$ cat config.mk
export PLATFORM = sky130hd
export DESIGN_NAME = tx_encoder
export DESIGN_NICKNAME = d
export VERILOG_FILES = /design/src/rtl/tx_encoder_pkg.sv /design/src/rtl/tx_encoder.sv
export SDC_FILE = /design/constraint.sdc
export NUM_CORES = 1
export LEC_CHECK = 0
export ABC_AREA = 1
export ABC_CLOCK_PERIOD_IN_PS = 2000
export CAP_MARGIN = 10
export CORE_ASPECT_RATIO = 2
export CORE_MARGIN = 2
export CORE_UTILIZATION = 40
export CTS_CLUSTER_DIAMETER = 150
export DETAILED_ROUTE_END_ITERATION = 10
export PLACE_DENSITY = 0.78
export SYNTH_ARGS = -nofsm -noshare
export SYNTH_HDL_FRONTEND = slang
export SYNTH_SLANG_ARGS = --single-unit
$ cat constraint.sdc
create_clock -name aclk -period 2 [get_ports aclk]
set_input_delay 0.3 -clock aclk [delete_from_list [all_inputs] [get_ports aclk]]
set_output_delay 0.3 -clock aclk [all_outputs]
set_load 0.005 [all_outputs]
$ cat src/rtl/tx_encoder_pkg.sv
// Shared types and constants for the MAC transmit encoder.
package tx_encoder_pkg;

  typedef enum logic [1:0] {
    ST_IDLE,
    ST_CTRL,
    ST_DATA,
    ST_DRAIN
  } state_e;

  localparam int          TXC_WORDS    = 6;
  localparam logic [31:0] TXC_FLAG_DEF = 32'hA000_0000;

endpackage

$ cat src/rtl/tx_encoder.sv
// Wraps each parsed frame as a 6-word MAC control sequence followed by a
// zero-latency pass-through of the frame data, truncating at MAX_WORDS beats.
module tx_encoder
  import tx_encoder_pkg::*;
#(
  parameter int          MAX_WORDS = 380,
  parameter logic [31:0] TXC_FLAG  = TXC_FLAG_DEF
) (
  input  logic        aclk,
  input  logic        aresetn,
  input  logic [31:0] s_axis_packet_tdata,
  input  logic [3:0]  s_axis_packet_tstrb,
  input  logic        s_axis_packet_tlast,
  input  logic        s_axis_packet_tvalid,
  output logic        s_axis_packet_tready,
  output logic [31:0] m_axis_txc_tdata,
  output logic [3:0]  m_axis_txc_tstrb,
  output logic        m_axis_txc_tlast,
  output logic        m_axis_txc_tvalid,
  input  logic        m_axis_txc_tready,
  output logic [31:0] m_axis_txd_tdata,
  output logic [3:0]  m_axis_txd_tstrb,
  output logic        m_axis_txd_tlast,
  output logic        m_axis_txd_tvalid,
  input  logic        m_axis_txd_tready,
  output logic [31:0] tx_frames,
  output logic [15:0] tx_truncated
);

  localparam int             CW        = $clog2(MAX_WORDS) + 1;
  localparam logic [CW-1:0]  LAST_BEAT = CW'(MAX_WORDS - 1);
  localparam logic [2:0]     LAST_IDX  = 3'(TXC_WORDS - 1);

  state_e        state_q, state_d;
  logic [2:0]    idx_q, idx_d;
  logic [CW-1:0] cnt_q, cnt_d;
  logic [31:0]   frames_q, frames_d;
  logic [15:0]   trunc_q, trunc_d;
  logic          at_max;

  assign at_max       = (cnt_q == LAST_BEAT);
  assign tx_frames    = frames_q;
  assign tx_truncated = trunc_q;

  always_comb begin
    state_d  = state_q;
    idx_d    = idx_q;
    cnt_d    = cnt_q;
    frames_d = frames_q;
    trunc_d  = trunc_q;

    s_axis_packet_tready = 1'b0;
    m_axis_txc_tdata     = '0;
    m_axis_txc_tstrb     = '0;
    m_axis_txc_tlast     = 1'b0;
    m_axis_txc_tvalid    = 1'b0;
    m_axis_txd_tdata     = '0;
    m_axis_txd_tstrb     = '0;
    m_axis_txd_tlast     = 1'b0;
    m_axis_txd_tvalid    = 1'b0;

    unique case (state_q)
      ST_IDLE: begin
        // Only peek at tvalid here; the first beat is consumed in DATA.
        if (s_axis_packet_tvalid) begin
          state_d = ST_CTRL;
          idx_d   = '0;
          cnt_d   = '0;
        end
      end
      ST_CTRL: begin
        m_axis_txc_tvalid = 1'b1;
        m_axis_txc_tstrb  = 4'hF;
        m_axis_txc_tdata  = (idx_q == 3'd0) ? TXC_FLAG : 32'd0;
        m_axis_txc_tlast  = (idx_q == LAST_IDX);
        if (m_axis_txc_tready) begin
          if (idx_q == LAST_IDX) begin
            state_d = ST_DATA;
            idx_d   = '0;
          end else begin
            idx_d = idx_q + 3'd1;
          end
        end
      end
      ST_DATA: begin
        m_axis_txd_tdata     = s_axis_packet_tdata;
        m_axis_txd_tstrb     = s_axis_packet_tstrb;
        m_axis_txd_tvalid    = s_axis_packet_tvalid;
        m_axis_txd_tlast     = s_axis_packet_tlast | at_max;
        s_axis_packet_tready = m_axis_txd_tready;
        if (s_axis_packet_tvalid && m_axis_txd_tready) begin
          cnt_d = cnt_q + 1'b1;
          if (s_axis_packet_tlast) begin
            state_d  = ST_IDLE;
            frames_d = frames_q + 32'd1;
          end else if (at_max) begin
            state_d  = ST_DRAIN;
            frames_d = frames_q + 32'd1;
            if (trunc_q != 16'hFFFF) trunc_d = trunc_q + 16'd1;
          end
        end
      end
      ST_DRAIN: begin
        s_axis_packet_tready = 1'b1;
        if (s_axis_packet_tvalid && s_axis_packet_tlast) state_d = ST_IDLE;
      end
      default: state_d = ST_IDLE;
    endcase

    // Keep every output quiet while reset is asserted, regardless of state.
    if (!aresetn) begin
      s_axis_packet_tready = 1'b0;
      m_axis_txc_tdata     = '0;
      m_axis_txc_tstrb     = '0;
      m_axis_txc_tlast     = 1'b0;
      m_axis_txc_tvalid    = 1'b0;
      m_axis_txd_tdata     = '0;
      m_axis_txd_tstrb     = '0;
      m_axis_txd_tlast     = 1'b0;
      m_axis_txd_tvalid    = 1'b0;
    end
  end

  always_ff @(posedge aclk) begin
    if (!aresetn) begin
      state_q  <= ST_IDLE;
      idx_q    <= '0;
      cnt_q    <= '0;
      frames_q <= '0;
      trunc_q  <= '0;
    end else begin
      state_q  <= state_d;
      idx_q    <= idx_d;
      cnt_q    <= cnt_d;
      frames_q <= frames_d;
      trunc_q  <= trunc_d;
    end
  end

endmodule

# == Yosys cells after proc, flatten, opt, wreduce, memory -nomap -nowiden ==
# Cells that the tools add are included.
# word_totals
reg_bits,63
in_bits,42
out_inout_bits,125
elab_cells,71
# classes
n_addsub,4
n_eq_ne,12
mux,36
n_bitwise,2
n_reduce_logical,12
# ops
cell,n
$mux W32,7
$add A32 B1 Y32 const B,1
$mux W10,2
$pmux W10 S2,1
$add A16 B1 Y16 const B,1
$mux W4,4
$ne A16 B16 Y1 const B,1
$mux W2,7
$add A10 B1 Y10 const B,1
$eq A10 B9 Y1 const B,1
$ne A2 B2 Y1 const B,5
$mux W1,9
$mux W3,3
$reduce_and A3 Y1,3
$pmux W2 S4,1
$pmux W3 S2,1
$reduce_and A6 Y1,1
$reduce_bool A2 Y1,3
$reduce_and A5 Y1,1
$eq A2 B2 Y1 const B,2
$add A3 B1 Y3 const B,1
$eq A3 B3 Y1 const B,1
$logic_not A3 Y1,1
$ne A3 B3 Y1 const B,1
other kinds (6),7

# == Longest topological paths before layout ==
# Gate-level depths: netlist (run 1).
# depth
depth_word,5
depth_mapped,12
depth_no_buf,12

# == Worst setup path before layout (run 1) ==
# Ideal clock, no wire load.
# synth_timing
path_kind,input to output
startpoint,input port aresetn
endpoint,output port m_axis_txc_tdata[31]
arrival_ns,1.496
required_time_ns,1.700
path_slack_ns,0.204
path_stages,6
n_path_buf,2
cell_sequence,clkbuf_1 clkinv_1 nor2_1 inv_1 nor3_1 buf_4
# synth_via
elab_chain_len,1
# synth_lines
element,line,source
from (decl),tx_encoder.sv:10,"input logic aresetn,"
$mux W32,tx_encoder.sv:111,if (!aresetn) begin
to (decl),tx_encoder.sv:16,"output logic [31:0] m_axis_txc_tdata,"
# Every way passes these cells.

# == Worst setup path after layout (run 1) ==
# layout_timing
startpoint,register cnt_q[1]
endpoint,output port m_axis_txd_tlast
# layout_via
elab_chain_len,4
# layout_lines
element,line,source
from (decl),tx_encoder.sv:36,"logic [CW-1:0] cnt_q, cnt_d;"
from (signal assigned),tx_encoder.sv:134,cnt_q <= cnt_d;
$eq A10 B9 Y1,tx_encoder.sv:41,assign at_max = (cnt_q == LAST_BEAT);
$or A1 B1 Y1,tx_encoder.sv:89,m_axis_txd_tlast = s_axis_packet_tlast | at_max;
$mux W1,tx_encoder.sv:62,unique case (state_q)
$mux W1,tx_encoder.sv:111,
to (decl),tx_encoder.sv:23,"output logic m_axis_txd_tlast,"
# Every way passes these cells.

==> impl_results.md, run 1 <==
- Status: complete, no violations
- CTS tree: built
- Area Growth Syn to Fin: 46.9%
- Stages on the worst setup path: 8
- Starting density of the core: 40.6%
- WP buf/inv: 1
- Worst R2R Start: tx_frames[1]
- Hold Buf Count CTS: 0
- Min Tclk post-route: 1.98 ns
- Initial antenna violation count: 0
- Cell depth of the worst flop-to-flop path: 10
- Worst Hold Depth: 2
- Most frequent cells in the layout: 225 x nand2_1, 166 x nor2_1, 88 x clkdlybuf4s50_1
- Die height: 152 um
- Pleak: 0.00291 uW
- Commonest non-fill, non-tap cell in the layout: nand2_1
- Rows: 54
- Root buffer cell: clkbuf_16
- Max Cap Violations: 0
- Synth Instances: 751
- H-tree Lvls: 3
- Final net count: 950
- Flops & latches, synth: 63
- Wire per inst: 12.6 um
- Detailed Place HPWL: 9930 um
- Setup TNS: 0 ns
- Routed Antenna Nets: 0
- PD cells: 655 nW/um^2
- Share of the synthesized area in the top cell type: 28.9%
- Global-route wire length before repair: 21400 um
- Final core occ: 59.6%
- Slew Viols, Final: 0
- Synth warnings: 0
- Max Clock Freq: 506 MHz
- WP data required: 1.70 ns
- DRT Wirelength: 13200 um
- Clock Tree Buf Depth: 2
- Hold EP: tx_truncated[3]
- CP top delay family: simple AND/OR/NAND/NOR gates
- Worst hold start: tx_truncated[3]
- Final Hold Fails: 0
- WS Path Type: reg -> out
- Vias per inst: 4.83
- R2R setup slack: 0.19 ns
- Arrival @ worst endpoint: 1.68 ns
- Grt total ovfl: 0
- Total CTS buffers: 9
- GPL Wtd Cong: 0.911
- Synth area leader: dfxtp_1
- All-layer global routing usage: 22.4%
- Slowest stage cell, crit path: dfxtp_2
- Die Wd: 77.8 um
- Final Cell Area: 6400 sq um
- Post-synthesis area per instance: 5.80 sq um
- N_diodes: 0
- Largest net degree at the start of global routing: 35
- Period utilisation layout: 98.8%
- Fillers: 1015
- Crit path launch type: register
- Buffers on Ports: 136
- Clock Skews: 0.00525 ns
- Via count: 5063
- DRC viols: 0
- Distinct cells, synth: 31
- Clock Sinks: 63
- Crit-path max FO: 3
- Clk slew on worst S/H paths: 0.05 ns
- CP Cell Sequence: ha_4, nand2_1, nor2_2, nand3_4, nand2_2, nand2_1, nor2_2, dlygate4sd2_1
- Vias in the first global route: 4653
- DR iter-0 viols: 285
- Full die area: 11800 sq um
- Sequential-to-total area share from yosys stat: 28.9%
- Post-CTS Setup Inserts: 0
- Number of setup violations in the final report: 0
- IO Count: 167
- RSZ-0062 raised after global routing: yes
- First-pass detailed-route iteration total: 5
- Post-DP Area: 5900 sq um
- Crit end category: output pin
- Post-Syn Area: 4360 sq um
- Min-delay worst type: reg -> reg
- Share of post-route cells with drive strength above 1: 8.58%
- Worst vdd ir: 0.535 mV
- CP peak stage delay: 0.35 ns
- Reg-to-Reg End: tx_frames[28]
- Core ar.: 10700 sq um
- Clk_lat worst skew: 0.34 ns
- Top cells by area, synth: dfxtp_1 29%, nand2_1 20%, nor2_1 15%
==> flip-flops by register name, summed over array words and instances, names as in the netlist <==
name / flops
state_q: 2
cnt_q: 10
idx_q: 3
tx_truncated: 16
tx_frames: 32
==> Yosys cell counts <==
library cell / count
nor2_2: 2
nand3b_1: 4
buf_4: 38
clkinv_1: 1
clkbuf_1: 12
nand3_4: 1
conb_1: 1
a21boi_4: 1
dfxtp_1: 63
nor3b_1: 2
xor2_1: 8
nor2_1: 172
o21ai_1: 6
inv_1: 65
buf_1: 2
nand2_1: 227
or2_2: 1
nand4_1: 11
nor2_4: 2
xnor2_1: 2
nand3_1: 41
inv_2: 3
nand2_2: 7
nor3_1: 18
a21oi_1: 29
o21bai_1: 4
buf_6: 2
ha_1: 3
nor4_1: 1
o21ai_0: 21
buf_2: 1
==> power by group <==
part           switching, uW  internal [uW]  total, uW
sequential              34.9           1300       1330
combinational            596            596       1190
clock                    559           1110       1670
==> worst max-delay path by stage <==
stage	startpoint	end	slack, ns
floorplan	aresetn	m_axis_txc_tdata[31]	0.20
global placement	aresetn	m_axis_txc_tdata[31]	-0.20
detailed placement	aresetn	m_axis_txc_tdata[29]	-0.25
CTS	cnt_q[1]	m_axis_txd_tlast	-0.04
global route	cnt_q[1]	m_axis_txd_tlast	-0.08
finish	cnt_q[1]	m_axis_txd_tlast	0.02
==> worst min-delay path: cells and delay by family, from the launching register on <==
kind,cells,cell delay [ns]
AOI/OAI and AO/OA,1,0.06
buffers and inverters,1,0.06
DFF,1,0.33
==> per-layer routing <==
| metal | global-route usage (%) | share of wire [%] | vias up |
|---|---|---|---|
| met1 | 29.3 | 46 | 2309 |
| met4 | 7.86 | 1.7 | 0 |
| met2 | 37.2 | 48 | 150 |
| met5 | 0 | 0 | - |
| met3 | 3.55 | 4.8 | 17 |
| li1 | - | - | 2587 |
==> area by class of cell <==
| class | count | area [sq um] | share of cell area (%) |
|---|---|---|---|
| Clock inverter | 4 | 70.1 | 1.09 |
| Inverter | 69 | 262 | 4.08 |
| Tap cell | 140 | 175 | 2.74 |
| Clock buffer | 11 | 243 | 3.79 |
| Timing Repair Buffer | 169 | 1760 | 27.5 |
| Sequential cell | 63 | 1270 | 19.8 |
| Multi-Input combinational cell | 593 | 2630 | 41.0 |
==> metrics by stage <==
step                hold slack [ns]  std cells  worst slack (ns)  power, uW
finish                        0.485       1049            0.0247       4190
global route                  0.501       1049           -0.0791       4400
CTS                           0.477       1048           -0.0375       4160
detailed placement            0.463       1031            -0.248       2360
global placement              0.457       1031            -0.196       2360
floorplan                     0.458        780             0.204       1930
==> what timing repair did <==
item                                    CTS  global route
resized for setup                        44            30
endpoints found under the setup margin   47            25
pin swaps                                 1             3
gates cloned                              2             1
==> cells by family after synthesis <==
kind of cell,count (synthesis),share of synthesized area (%)
buffers and inverters,124,14.3
other,1,0.0860
adders and majority gates,3,0.861
DFF,63,28.9
AOI/OAI and AO/OA,61,7.55
xor gates and xnor gates,10,2.01
and+or+nand+nor,489,46.2
(Power assumes the default switching activity.)
==> inputs of run 2 (changes only) <==
--- a/config.mk
+++ b/config.mk
@@ -5,7 +5,6 @@
 export SDC_FILE = /design/constraint.sdc
 export NUM_CORES = 1
 export LEC_CHECK = 0
-export ABC_AREA = 1
 export ABC_CLOCK_PERIOD_IN_PS = 2000
 export CAP_MARGIN = 10
 export CORE_ASPECT_RATIO = 2
@@ -13,7 +12,7 @@
 export CORE_UTILIZATION = 40
 export CTS_CLUSTER_DIAMETER = 150
 export DETAILED_ROUTE_END_ITERATION = 10
-export PLACE_DENSITY = 0.78
+export PLACE_DENSITY = 0.81
 export SYNTH_ARGS = -nofsm -noshare
 export SYNTH_HDL_FRONTEND = slang
 export SYNTH_SLANG_ARGS = --single-unit
==> impl_results.md, run 2 <==
- Synth area leader: dfxtp_1
- Crit end category: register
- Dominant synthesized flop cell: dfxtp_1
- Buffers on Ports: 136
- Post-synthesis area per instance: 7.89 sq um
- Routed Antenna Nets: 0
- DRT Wirelength: 12200 um
- DRC viols: 0
- All-layer global routing usage: 22.9%
- Max Cap Violations: 0
- PD cells: 524 nW/um^2
- Final Hold Fails: 0
- Post-synth ARST share: 0%
- Clock Skews: 0.00698 ns
- Die Wd: 72.3 um
- Clock Sinks: 63
- Violated checks: setup timing
- Min-delay worst type: reg -> reg
- Share of the synthesized area in the top cell type: 33.8%
- Min Tclk post-route: 2.04 ns
- Worst Hold Depth: 2
- Post-synth EDFFs: 0
- Global-route wire length before repair: 18400 um
- CTS tree: built
- Grt total ovfl: 0
- Synth warnings: 0
- Vias in the first global route: 3875
- Number of flip-flops under the largest register name: 32
- Most frequent cells in the layout: 89 x clkdlybuf4s50_1, 73 x buf_4, 52 x dfxtp_1
- Max Clock Freq: 491 MHz
- Core ar.: 9010 sq um
- Area Growth Syn to Fin: 60.7%
- Crit-path max FO: 5
- Slew Viols, Final: 0
- Fillers: 756
- Wire per inst: 15.8 um
- Commonest non-fill, non-tap cell in the layout: clkdlybuf4s50_1
- H-tree Lvls: 3
- Number of setup violations in the final report: 2
- DR iter-0 viols: 179
- First-pass detailed-route iteration total: 4
- Status: complete, but fails checks
- Switching Power: 759 uW
- Synth cell count leaders: 63 x dfxtp_1, 44 x and3_1, 44 x nor2_1
- Detailed Place HPWL: 8900 um
- Post-Syn Area: 3730 sq um
- Starting density of the core: 41.4%
- WS Path Type: reg -> reg
- N_diodes: 0
- Flops & latches, synth: 63
- Period utilisation layout: 102%
- Crit path launch type: register
- Worst vdd ir: 0.493 mV
- Root buffer cell: clkbuf_16
- Sw frac: 24.2%
- Setup ws final: -0.0355 ns
- Sequential-to-total area share from yosys stat: 33.8%
- Top cells by area, synth: dfxtp_1 34%, and3_1 7.4%, buf_4 7.0%
- Pleak: 0.00261 uW
- Rows: 49
- Full die area: 10200 sq um
- Hold Buf Count CTS: 0
- Clk_lat worst skew: 0.34 ns
- Clock Tree Buf Depth: 2
- Die height: 141 um
- Largest net degree at the start of global routing: 42
- Total CTS buffers: 9
- GPL Wtd Cong: 0.808
- Clock Power Share: 44.5%
- Cell depth of the worst flop-to-flop path: 5
- Final net count: 711
- Internal power: 2380 uW
- Share of post-route cells with drive strength above 1: 20.4%
- Via count: 4075
- Arrival @ worst endpoint: 2.31 ns
- Synth Instances: 473
- Final Cell Area: 5990 sq um
- Hold Slack: 0.489 ns
- RSZ-0062 raised after global routing: yes
- Vias per inst: 5.28
- Post-DP Area: 5520 sq um
- R2R setup slack: -0.04 ns
- Seq pwr share: 40.6%
- Distinct cells, synth: 56
- Logic pwr share: 14.8%
- Initial antenna violation count: 0
- Clk slew on worst S/H paths: 0.05 ns
- IO Count: 167
- Count leader, synth: dfxtp_1
- WP data required: 2.27 ns
run 2: cell families after synthesis:
kind of cell	Yosys count	synth area share (%)
compound gates	59	10.0
xor+xnor	31	7.28
fa+ha+maj	3	1.01
buf+inv	70	10.9
flops	63	33.8
mux	5	1.38
other cells	1	0.101
simple gates	241	35.6
run 2: worst max-delay path, cell delays in order (launching register included):
cell and delay, ns:
dfxtp_1 0.35, nand4_1 0.16, or3_4 0.43, or4_4 0.48, or4b_4 0.50, o21ai_2 0.06
run 2: final cells by class:
class / instances / area (sq um) / share of cell area [%]
Tap cell: 102 / 128 / 2.13
Sequential cell: 63 / 1280 / 21.4
Clock inverter: 1 / 5.00 / 0.0835
Timing Repair Buffer: 216 / 1970 / 32.9
Multi-Input combinational cell: 370 / 2330 / 38.9
Clock buffer: 14 / 254 / 4.24
Inverter: 6 / 22.5 / 0.376
run 2: metal layers:
metal / global-route usage, % / up-vias / wire, um
met5: 0 / - / 0
met4: 13.6 / 0 / 403
met3: 3.38 / 31 / 569
met2: 40.8 / 135 / 6620
met1: 24.5 / 1925 / 4620
li1: - / 1984 / -
run 2: through the flow:
step	worst slack, ns	setup TNS, ns	power, uW	cells	util [%]
2_1_floorplan	-0.0238	-0.0238	1540	502	-
3_3_place_gp	-0.337	-8.45	1740	747	61.3
3_5_place_dp	-0.407	-10.40	1750	747	61.3
4_1_cts	-0.125	-0.349	3120	764	64.0
5_1_grt	-0.0686	-0.361	3240	772	66.5
6_report	-0.0355	-0.0490	3140	772	66.5
run 2: final timing paths:
kind                                      start               to
worst max-delay path              tx_frames[18]    tx_frames[27]
worst min-delay path            tx_truncated[6]  tx_truncated[6]
worst max register to register    tx_frames[18]    tx_frames[27]
worst min register to register  tx_truncated[6]  tx_truncated[6]
run 2: power groups by stage:
stage               registers [uW]  clock network [uW]  logic (uW)
floorplan                     1300                   0         243
global placement              1300                   0         438
detailed placement            1300                   0         449
CTS                           1270                1410         438
global route                  1280                1460         509
finish                        1280                1400         466
run 2: timing repair:
item | in CTS | in global routing
setup buffers | 2 | 6
endpoints found under the setup margin | 54 | 25
cloned | 0 | 2
pin swaps | 1 | 13
resized for setup | 55 | 36
